## src/rtl/mem_access_unit.sv

```systemverilog
// Memory access stage behind the multi-cycle control FSM: address select, req/ack
// handshake with a variable-latency memory, IR/MDR capture, timeout and conflict faults.
//
// state  | meaning
// IDLE   | waiting for a single MemR or MemW strobe
// ACCESS | mem_req held high, waiting for mem_ack or timeout
// DONE   | one-cycle mem_done pulse, then back to IDLE
module mem_access_unit #(
  parameter int DATA_W  = 16,
  parameter int TIMEOUT = 15
) (
  input  logic              CLK,
  input  logic              Reset,
  input  logic              MemR,
  input  logic              MemW,
  input  logic              IoD,
  input  logic              IRWrite,
  input  logic [DATA_W-1:0] pc,
  input  logic [DATA_W-1:0] alu_out,
  input  logic [DATA_W-1:0] write_data,
  output logic [DATA_W-1:0] mem_addr,
  output logic [DATA_W-1:0] mem_wdata,
  output logic              mem_req,
  output logic              mem_we,
  input  logic [DATA_W-1:0] mem_rdata,
  input  logic              mem_ack,
  output logic [DATA_W-1:0] ir,
  output logic [DATA_W-1:0] mdr,
  output logic              mem_busy,
  output logic              mem_done,
  output logic              mem_fault
);

  localparam logic [1:0] S_IDLE   = 2'd0;
  localparam logic [1:0] S_ACCESS = 2'd1;
  localparam logic [1:0] S_DONE   = 2'd2;

  localparam logic [7:0] TO_LAST = 8'(TIMEOUT - 1);

  logic [1:0] state;
  logic [7:0] wait_cnt;
  logic       dst_ir;

  always_ff @(posedge CLK) begin
    if (Reset) begin
      state     <= S_IDLE;
      wait_cnt  <= '0;
      dst_ir    <= 1'b0;
      mem_addr  <= '0;
      mem_wdata <= '0;
      mem_req   <= 1'b0;
      mem_we    <= 1'b0;
      ir        <= '0;
      mdr       <= '0;
      mem_busy  <= 1'b0;
      mem_done  <= 1'b0;
      mem_fault <= 1'b0;
    end else begin
      mem_done <= 1'b0;
      case (state)
        S_IDLE: begin
          if (MemR && MemW) begin
            mem_fault <= 1'b1;
          end else if (MemR ^ MemW) begin
            mem_addr  <= IoD ? alu_out : pc;
            mem_we    <= MemW;
            mem_wdata <= write_data;
            dst_ir    <= IRWrite;
            mem_req   <= 1'b1;
            mem_busy  <= 1'b1;
            wait_cnt  <= '0;
            state     <= S_ACCESS;
          end
        end
        S_ACCESS: begin
          // ack wins over a timeout landing on the same edge
          if (mem_ack) begin
            mem_req  <= 1'b0;
            mem_busy <= 1'b0;
            mem_done <= 1'b1;
            state    <= S_DONE;
            if (!mem_we) begin
              if (dst_ir) ir  <= mem_rdata;
              else        mdr <= mem_rdata;
            end
          end else if (wait_cnt == TO_LAST) begin
            mem_req   <= 1'b0;
            mem_busy  <= 1'b0;
            mem_fault <= 1'b1;
            state     <= S_IDLE;
          end else begin
            wait_cnt <= wait_cnt + 8'd1;
          end
        end
        S_DONE: state <= S_IDLE;
        default: state <= S_IDLE;
      endcase
    end
  end

endmodule

```

## config.mk

```make
export PLATFORM = sky130hd
export DESIGN_NAME = mem_access_unit
export DESIGN_NICKNAME = d
export VERILOG_FILES = /design/src/rtl/mem_access_unit.sv
export SDC_FILE = /design/constraint.sdc
export NUM_CORES = 1
export LEC_CHECK = 0
export CAP_MARGIN = 0
export CORE_ASPECT_RATIO = 0.75
export CORE_UTILIZATION = 45
export DETAILED_ROUTE_END_ITERATION = 8
export GPL_ROUTABILITY_DRIVEN = 0
export GPL_TIMING_DRIVEN = 0
export PLACE_DENSITY = 0.91
export SLEW_MARGIN = 30
export SYNTH_ARGS = -nofsm -noshare
export SYNTH_HDL_FRONTEND = slang
export SYNTH_SLANG_ARGS = --single-unit
```

## constraint.sdc

```tcl
create_clock -name CLK -period 6 [get_ports CLK]
set_clock_uncertainty 0.2 [all_clocks]
set_input_delay 1.5 -clock CLK [delete_from_list [all_inputs] [get_ports CLK]]
set_output_delay 1.5 -clock CLK [all_outputs]
set_load 0.02 [all_outputs]
```

==> impl_results.rst <==
.. list-table::
   :header-rows: 1

   * - Metric
     - Value
   * - Status
     - finished with violations
   * - Failing checks
     - design-rule violations
   * - CP endpoint kind
     - flip-flop
   * - Filler instances
     - 440
   * - Clock buffers created by TritonCTS
     - 9
   * - Final count of hold timing violations
     - 0
   * - Number of cells on the worst reg-to-reg path
     - 4
   * - Startpoint of the worst register-to-register path
     - state[0]$_SDFFE_PP0P_
   * - Kind of critical path
     - input port to flip-flop
   * - Mapped cell area
     - 0.00315 sq mm
   * - Highest-count cells in the layout ignoring fill and taps
     - 138 x clkdlybuf4s50_1, 79 x dfxtp_1, 71 x nand2_1, 42 x a21oi_1, 39 x nor2_1
   * - Post-detailed-route via-to-cell ratio
     - approximately 5.4
   * - Clock latency of the later-clocked register in the worst-skew pair
     - around 340 ps
   * - Floorplan core area
     - between 0.006 and 0.007 sq mm
   * - Number of violations of the max-capacitance limit
     - 0
   * - Leakage
     - slightly below 2 nW
   * - Vertical die dimension
     - ~74 um
   * - Post-CTS setup buffer count
     - 0
   * - Worst max-slew margin expressed relative to the limit
     - around two fifths
   * - Power after layout
     - 1.30 mW
   * - Proportion of layout cells with a drive suffix above 1
     - 5.50%
   * - Via count of the first global-routing pass
     - 3162
   * - Yosys reg bits
     - 79
   * - Number of antenna diodes
     - 0
   * - Post-placement cell area
     - 0.00463 sq mm
   * - GRT Total Usage
     - roughly a quarter
   * - Largest fanout on the critical path
     - 7
   * - Iteration-0 DRC Markers
     - 164
   * - Total number of yosys warnings
     - 0
   * - Leading cell type in the layout, fill and taps excluded
     - clkdlybuf4s50_1
   * - Finished layout cell area
     - a little under 0.005 sq mm
   * - Die boundary width
     - ~100 um
   * - Initial antenna violation count
     - 0
   * - Sinks on Clock Net
     - 79
   * - Total detailed-routing wirelength
     - roughly 9.3 mm
   * - Number of endpoints failing setup at the final stage
     - 0
   * - Share of the yosys chip area belonging to registers
     - between 50% and 60%
   * - Remaining number of nets flagged by the antenna check after routing
     - 0
   * - Number of remaining DRC errors
     - 4
   * - Final max-slew violation count
     - 0
   * - Number of vias in the routed layout
     - between 3000 and 4000
   * - Instance count along the most critical hold path
     - 2
   * - Net count after synthesis
     - 430
   * - Unique cell type count in the Yosys netlist
     - 35
   * - Launch instance of the worst min-delay path
     - mem_wdata[11]$_SDFFE_PP0P_
   * - Power per unit of standard cell area
     - approximately 270 mW/mm^2
   * - Share of the cycle needed by the critical path after routing
     - between 60% and 70%
   * - Hold Crit Endpoint
     - mem_wdata[11]$_SDFFE_PP0P_
   * - Max H-tree Level
     - 3
   * - CTS clk-pin slew, worst paths
     - ~80 ps
   * - Slew at the pin closest to its max-slew limit
     - between 900 and 1000 ps
   * - # rows
     - 25
   * - Data arrival time of the critical path
     - around 3700 ps
   * - Longest Clk Path Bufs
     - 2
   * - Reg-to-reg critical path endpoint
     - wait_cnt[4]$_SDFFE_PP0P_
   * - Count of nets after finishing
     - between 500 and 600
   * - Number of detailed-route iterations in the first pass
     - 7
   * - Layout Area Growth over Synthesis
     - 54.6%
   * - Port Buf Inserts
     - about 140
   * - Post-layout utilization of the core
     - roughly three quarters
   * - Number of instances in the synthesized netlist
     - 356
   * - Type of the tightest min-delay check
     - flip-flop to flip-flop
   * - Crit path time final
     - 3730 ps
   * - Crit path required time
     - 6000 ps
   * - Clock tree from TritonCTS
     - built
   * - Full die area
     - around 0.0073 sq mm
   * - Setup repair after global routing missed its margin
     - no
   * - Number of placed I/O pins
     - 140
   * - CTS root buf
     - clkbuf_8
   * - CP startpoint kind
     - input port
   * - F_max
     - approximately 270 MHz
   * - Total congestion overflow
     - 0
   * - Number of buffers inserted for hold repair after clock tree synthesis
     - 0
   * - Routed length per instance
     - between 15 and 20 um
   * - Largest net degree at the start of global routing
     - 14
   * - Global-route wire length before repair
     - between 10 and 15 mm
   * - Synthesized area per cell
     - between 8 and 9 sq um
   * - Fin Setup TNS
     - 0 ps
   * - Initial core utilization
     - about half
   * - Number of gates resized after CTS
     - 0
   * - Highest ir drop seen on vdd
     - around 0.17 mV
   * - Worst hold-check slack
     - around 260 ps
   * - HPWL after detailed placement
     - around 6.9 mm
   * - Register-to-register setup slack
     - 3740 ps
logic make-up after synthesis:
kind of cell | count (synthesis) | synth area share (%)
AND/OR/NAND/NOR | 146 | 21.5
flip-flops | 79 | 50.3
AO/OA/AOI/OAI | 67 | 12.6
multiplexers | 32 | 10.2
buffers and inverters | 29 | 4.22
adder cells (fa/ha/maj) | 3 | 1.19
layout make-up:
class / count / area [sq um] / share of cell area, %
well taps: 81 / 101 / 2.08
clock inverters: 5 / 106 / 2.19
inverters: 4 / 15.0 / 0.309
repair buffers: 138 / 1380 / 28.4
plain buffers: 25 / 118 / 2.42
clock buffers: 10 / 128 / 2.62
multi-input cells: 248 / 1430 / 29.4
flip-flops and latches: 79 / 1580 / 32.5
layer usage:
| layer | routed length [um] | GRT usage [%] |
|---|---|---|
| met1 | 3810 | 29.5 |
| met4 | 109 | 7.79 |
| met3 | 824 | 10.2 |
| met2 | 4580 | 45.2 |
| met5 | 0 | 0 |
metrics by stage:
step                      cells  worst slack (ps)
final                       590              2270
after global routing        590              2220
after CTS                   590              2320
after detailed placement    575              2090
after global placement      575              2140
after floorplan             356              2990
worst max-delay path, stage by stage:
cell             delay (ps)
clkdlybuf4s50_1         440
ha_1                    320
nor3b_1                 750
nand2b_1                360
a21oi_1                 260
a211oi_1                100
flip-flops by register name, summed over array words and instances (netlist names):
name / count
ir: 16
mdr: 16
mem_addr: 16
mem_wdata: 16
wait_cnt: 8
state: 2
dst_ir: 1
mem_busy: 1
mem_done: 1
mem_fault: 1
mem_we: 1
power by group:
part | switching, mW | internal, mW | total (mW)
Combinational | 0.133 | 0.127 | 0.260
Sequential | 0.0200 | 0.556 | 0.576
Clock | 0.192 | 0.276 | 0.468
Total | 0.345 | 0.959 | 1.30
synth_stat cells:
master     n  share of area, %
o211ai_1   1              0.24
inv_1      4              0.48
nand4_1    1              0.20
buf_4      2              0.48
or3b_2     1              0.28
buf_6      1              0.36
nand2_1   71               8.5
nor3b_2    1              0.40
o311ai_1   1              0.28
nand3b_4   1              0.64
or3b_1     1              0.28
nor3_2     1              0.32
dfxtp_1   79                50
nand3_1    7               1.1
nor3b_1    1              0.24
a21oi_1   42               6.7
mux2i_1   32                10
o41ai_1    1              0.28
buf_2      7               1.1
o21a_1     1              0.24
o311ai_0   1              0.28
nand2b_1   6               1.2
a31oi_1    1              0.20
buf_1      1              0.12
ha_1       3               1.2
o21ai_1    1              0.16
a211oi_1  18               4.3
or3_1      6               1.2
nand4b_1   4               1.1
or4_1      1              0.24
and3_1     1              0.20
and4_1     2              0.56
nor2_1    39               4.7
clkbuf_1  14               1.7
nor2b_1    2              0.40
worst max path at each step:
stage | end | cells after the start | slack [ps] | start
CTS | wait_cnt[4]$_SDFFE_PP0P_ | 6 | 2320 | MemR
floorplan | mem_wdata[5]$_SDFFE_PP0P_ | 6 | 2990 | MemR
global route | mem_addr[14]$_SDFFE_PP0P_ | 6 | 2220 | MemR
detailed placement | wait_cnt[4]$_SDFFE_PP0P_ | 6 | 2090 | MemR
finish | wait_cnt[4]$_SDFFE_PP0P_ | 6 | 2270 | MemR
global placement | wait_cnt[4]$_SDFFE_PP0P_ | 6 | 2140 | MemR
Note: power is estimated with default switching activity, not from simulation.
==> variant 1: new RTL, same flow settings <==
Register the output `mem_fault` once more; this adds one clock of latency there. The other outputs are not delayed to match.
--- a/src/rtl/mem_access_unit.sv
+++ b/src/rtl/mem_access_unit.sv
@@ -39,2 +39,4 @@
 
+  logic mem_fault_s0;
+
   logic [1:0] state;
@@ -56,3 +58,3 @@
       mem_done  <= 1'b0;
-      mem_fault <= 1'b0;
+      mem_fault_s0 <= 1'b0;
     end else begin
@@ -62,3 +64,3 @@
           if (MemR && MemW) begin
-            mem_fault <= 1'b1;
+            mem_fault_s0 <= 1'b1;
           end else if (MemR ^ MemW) begin
@@ -88,3 +90,3 @@
             mem_busy  <= 1'b0;
-            mem_fault <= 1'b1;
+            mem_fault_s0 <= 1'b1;
             state     <= S_IDLE;
@@ -100,2 +102,6 @@
 
+  always_ff @(posedge CLK) begin
+    mem_fault <= mem_fault_s0;
+  end
+
 endmodule
Behaviour: not the same (a bounded check fails within 4 cycles, from zero or initial values and one cycle with Reset high).
==> variant 1 against the original RTL <==
The run still ends with DRC left. Area after synthesis increased by 0.64%. Sequential share of layout area grew 0.51 points. Final area down 0.28%. Synthesized cell count rose by 0.28%. Global-route usage fell by 1.6 points. Sequential cell count grew 1. Clock power shrank 16%. Setup slack better by 0.058 ns. Total power shrank 5.4%. Wire length decreased by 4.2%.
==> variant 1: results (changes against the original RTL) <==
stage;metric;value;unit;change
status;status;finished, violations left;;
status;failing checks;DRC;;
grt;largest net degree at the start of global routing;15;;+1
layout;share of layout cells above drive strength 1;5.68;%;+0.17 points
power_and_ir_drop;switching pwr;349;µW;+1.0%
routing;DR WL met2;4.22;mm;-7.8%
logic_synthesis;post-synthesis net count;431;;+0.23%
timing;Worst-Margin Slew;0.865;ns;-0.0399 ns
setup_path;reg-to-reg slack, setup;3.85;ns;+0.11 ns
setup_path;worst stage delay on the critical path;0.71;ns;-0.04 ns
logic_synthesis;Synth top cells by count;dfxtp_1 (80), nand2_1 (71), a21oi_1 (42), nor2_1 (39), mux2i_1 (32);;
power_and_ir_drop;worst-case vdd ir drop;152;µV;-8.7%
logic_synthesis;top area cells in the synthesized netlist;dfxtp_1 (51%), mux2i_1 (10%), nand2_1 (8.4%);;
layout;fillcell total;502;;+14%
timing;WHS;0.165;ns;-0.0959 ns
routing;DR WL/cell;15.0;µm;-5.0%
placed_design;hpwl dp;6.65;mm;-3.3%
routing;DR iter-0 viols;168;;+2.4%
setup_path;worst path arrival time;3.68;ns;-0.05 ns
logic_synthesis;Seq/Total Area, Yosys;50.6;%;+0.31 points
routing;DRC;1;;-3
grt;Tot GR Track Use;24.1;%;-1.6 points
power_and_ir_drop;Lkg Pwr;0.00192;µW;-0.41%
hold_path;Hold Startpoint;mem_fault_s0;;
routing;routed wl met3;821;µm;-0.36%
hold_path;hold worst-path end;mem_fault;;
routing;1st-pass router iterations;9;;+2
grt;vias in the first global route;2928;;-7.4%
==> variant 1: logic make-up after synthesis <==
kind of cell	count (synthesis)	synth area share, %
AND/OR/NAND/NOR	146	21.3
multiplexers	32	10.1
buffers and inverters	29	4.19
adder cells (fa/ha/maj)	3	1.19
flip-flops	80	50.6
AO/OA/AOI/OAI	67	12.6
==> variant 1: worst max path at each step <==
stage                   end  slack (ns)  depth (start not counted)
3_3_place_gp    wait_cnt[4]        2.09                          6
4_1_cts         wait_cnt[4]        2.40                          6
2_1_floorplan  mem_wdata[5]        2.99                          6
6_report        wait_cnt[4]        2.33                          6
3_5_place_dp    wait_cnt[4]        2.03                          6
5_1_grt         wait_cnt[4]        2.26                          6
==> variant 1: cell type report <==
cell class	instances	area [µm²]	area share, %
plain buffers	25	118	2.43
multi-input cells	248	1430	29.5
repair buffers	138	1380	28.5
clock buffers	10	128	2.63
clock inverters	6	68.8	1.42
flip-flops and latches	80	1600	33.0
inverters	4	15.0	0.310
well taps	84	105	2.17
==> variant 1: power by group through the flow <==
stage                     clock, µW  combinational [µW]  sequential [µW]
final                           393                 258              582
after global routing            423                 276              586
after floorplan                   0                86.5              628
after global placement            0                 251              592
after detailed placement          0                 256              594
after CTS                       397                 257              582
==> variant 1: stage by stage <==
step                      setup WS (ns)  instance area [µm²]  total power, µW  cells  utilization [%]
after global placement             2.09                 4650              843    579             68.4
after floorplan                    2.99                 3170              715    357                -
final                              2.33                 4850             1230    595             71.3
after global routing               2.26                 4850             1290    595             71.3
after CTS                          2.40                 4850             1240    595             71.3
after detailed placement           2.03                 4650              850    579             68.4
==> variant 1: routing by layer <==
metal  track usage [%]  vias to the layer above
met2              40.0                      158
met4              7.63                        0
met3              9.47                       22
met5                 0                        -
met1              29.4                     1460
li1                  -                     1519
==> variant 2: new RTL, config.mk and constraints unchanged <==
Made on the original files. Set the parameter `DATA_W` to 20 (it was 16).
--- a/src/rtl/mem_access_unit.sv
+++ b/src/rtl/mem_access_unit.sv
@@ -8,3 +8,3 @@
 module mem_access_unit #(
-  parameter int DATA_W  = 16,
+  parameter int DATA_W  = 20,
   parameter int TIMEOUT = 15
Interface: changed (8 resized); port bits go from 140 to 172. No check against the original RTL was run, so the function may have changed too.
==> variant 2 against the original RTL <==
Final area increased by 18%. Core utilization decreased by 2.1 points. Sequential cell count increased by 16. Sequential power increased by 20%. Wire length increased by 16%. Area after synthesis increased by 19%. Total power increased by 6.5%. Setup slack improved by 0.37 ns. Non-clock buffer count increased by 40. Clock power decreased by 18%. Via count increased by 19%. Worst hold slack got worse by 0.00059 ns.
==> variant 2: results (changes against the original RTL) <==
stage;metric;value;unit;change
status;status;complete, no violations;;
layout;fillcell total;614;;+40%
setup_path;Crit Path Max Fanout;10;;+3
routing;Via density;5.18;;-3.5%
setup_path;reg2reg end;wait_cnt[6];;
setup_path;R2R Path Start;wait_cnt[0];;
setup_path;Setup crit end;mem_addr[1];;
placed_design;IO Port Bufs;170;;+23%
logic_synthesis;library cells used by synthesis;41;;+17%
layout;FF/Latch Area;1900;µm²;+20%
grt;first-pass GRT wire length;16.7;mm;+14%
power_and_ir_drop;Lkg Pwr;0.00204;µW;+5.9%
setup_path;worst path arrival time;3.43;ns;-0.30 ns
setup_path;FF-to-FF path depth;6;;+2
logic_synthesis;top area cells in the synthesized netlist;dfxtp_1 (51%), nand2_1 (13%), a21oi_1 (8.4%);;
grt;largest net degree at the start of global routing;18;;+4
setup_path;reg-to-reg slack, setup;4.08;ns;+0.34 ns
timing;Max Fclk;0.298;GHz;+11%
grt;initial antenna violation count;0;;unchanged
routing;DR WL/cell;14.8;µm;-6.1%
setup_path;CP startpoint;MemW;;
clocking;Max H-tree Level;3;;unchanged
grt;vias in the first global route;3581;;+13%
logic_synthesis;Avg Synthesized Cell Area;8.54;µm²;-3.3%
grt;Tot GR Track Use;25.0;%;-0.81 points
logic_synthesis;Seq/Total Area, Yosys;50.9;%;+0.66 points
clocking;clk_lat worst skew;0.36;ns;+0.02 ns
layout;final net count;708;;+22%
routing;DR iter-0 viols;187;;+14%
logic_synthesis;post-synthesis net count;527;;+23%
clocking;Clock Tree Buf Depth;2;;unchanged
routing;1st-pass router iterations;5;;-2
timing;WHS;0.260;ns;-0.000589 ns
clocking;CTS clk-pin slew, worst paths;0.10;ns;+0.02 ns
routing;via count;3771;;+19%
placed_design;pre-CTS setup slack;2.30;ns;+0.207 ns
logic_synthesis;Synth top cells by count;nand2_1 (127), dfxtp_1 (95), a21oi_1 (63), nor2_1 (24), mux2i_1 (21);;
timing;Max-Slew Margin vs Limit;57.6;%;+18 points
layout;share of layout cells above drive strength 1;6.58;%;+1.1 points
placed_design;hpwl dp;8.27;mm;+20%
power_and_ir_drop;worst-case vdd ir drop;146;µV;-12%
[variant 2: changes by cell type after synthesis, moves of 4 or more]
cell      unedited run  this run
buf_1                1         6
nand2b_1             6         1
nand2_1             71       127
or3_1                6         2
a21oi_1             42        63
nor2_1              39        24
mux2i_1             32        21
dfxtp_1             79        95
[variant 2: final cells by class]
type                    instances  share of cell area [%]
clock inverters                 7                   0.937
inverters                       4                   0.261
well taps                     105                    2.29
multi-input cells             305                    29.1
flip-flops and latches         95                    33.1
clock buffers                   9                    2.16
repair buffers                170                    29.6
plain buffers                  33                    2.53
[variant 2: power breakdown]
group	switching (µW)	internal [µW]	total [µW]
sequential	23.4	669	692
combinational	158	153	311
clock	230	155	385
total	411	977	1390
[variant 2: metrics by stage]
step	area [µm²]	utilization (%)
4_1_cts	5740	72.2
5_1_grt	5740	72.2
3_3_place_gp	5570	70.0
6_report	5740	72.2
3_5_place_dp	5570	70.0
2_1_floorplan	3730	-
[variant 2: worst min path at each step]
stage                  from           end  cells after the start
2_1_floorplan        dst_ir        dst_ir                      2
3_3_place_gp          ir[8]         ir[8]                      2
3_5_place_dp   mem_wdata[8]  mem_wdata[8]                      2
4_1_cts        mem_wdata[8]  mem_wdata[8]                      2
5_1_grt             mdr[16]       mdr[16]                      2
6_report              ir[7]         ir[7]                      2
[variant 2: per-layer routing]
metal / vias up / track usage (%) / wire length (µm)
li1: 1843 / - / -
met1: 1727 / 28.1 / 4350
met2: 179 / 45.0 / 5230
met3: 22 / 6.58 / 952
met4: 0 / 11.1 / 257
met5: - / 0 / 0
[variant 2: logic make-up after synthesis]
family / count (synthesis) / share of synthesized area (%)
mux: 23 / 6.23
fa+ha+maj: 3 / 1.01
buf+inv: 37 / 4.29
simple gates: 182 / 21.4
compound gates: 97 / 16.1
flops: 95 / 50.9
[variant 2: critical path, cell delays in order]
cell,delay [ns]
clkdlybuf4s50_1,0.45
ha_1,0.31
nor3b_1,0.20
buf_2,0.26
buf_1,0.39
nor2_1,0.07
a211oi_1,0.24
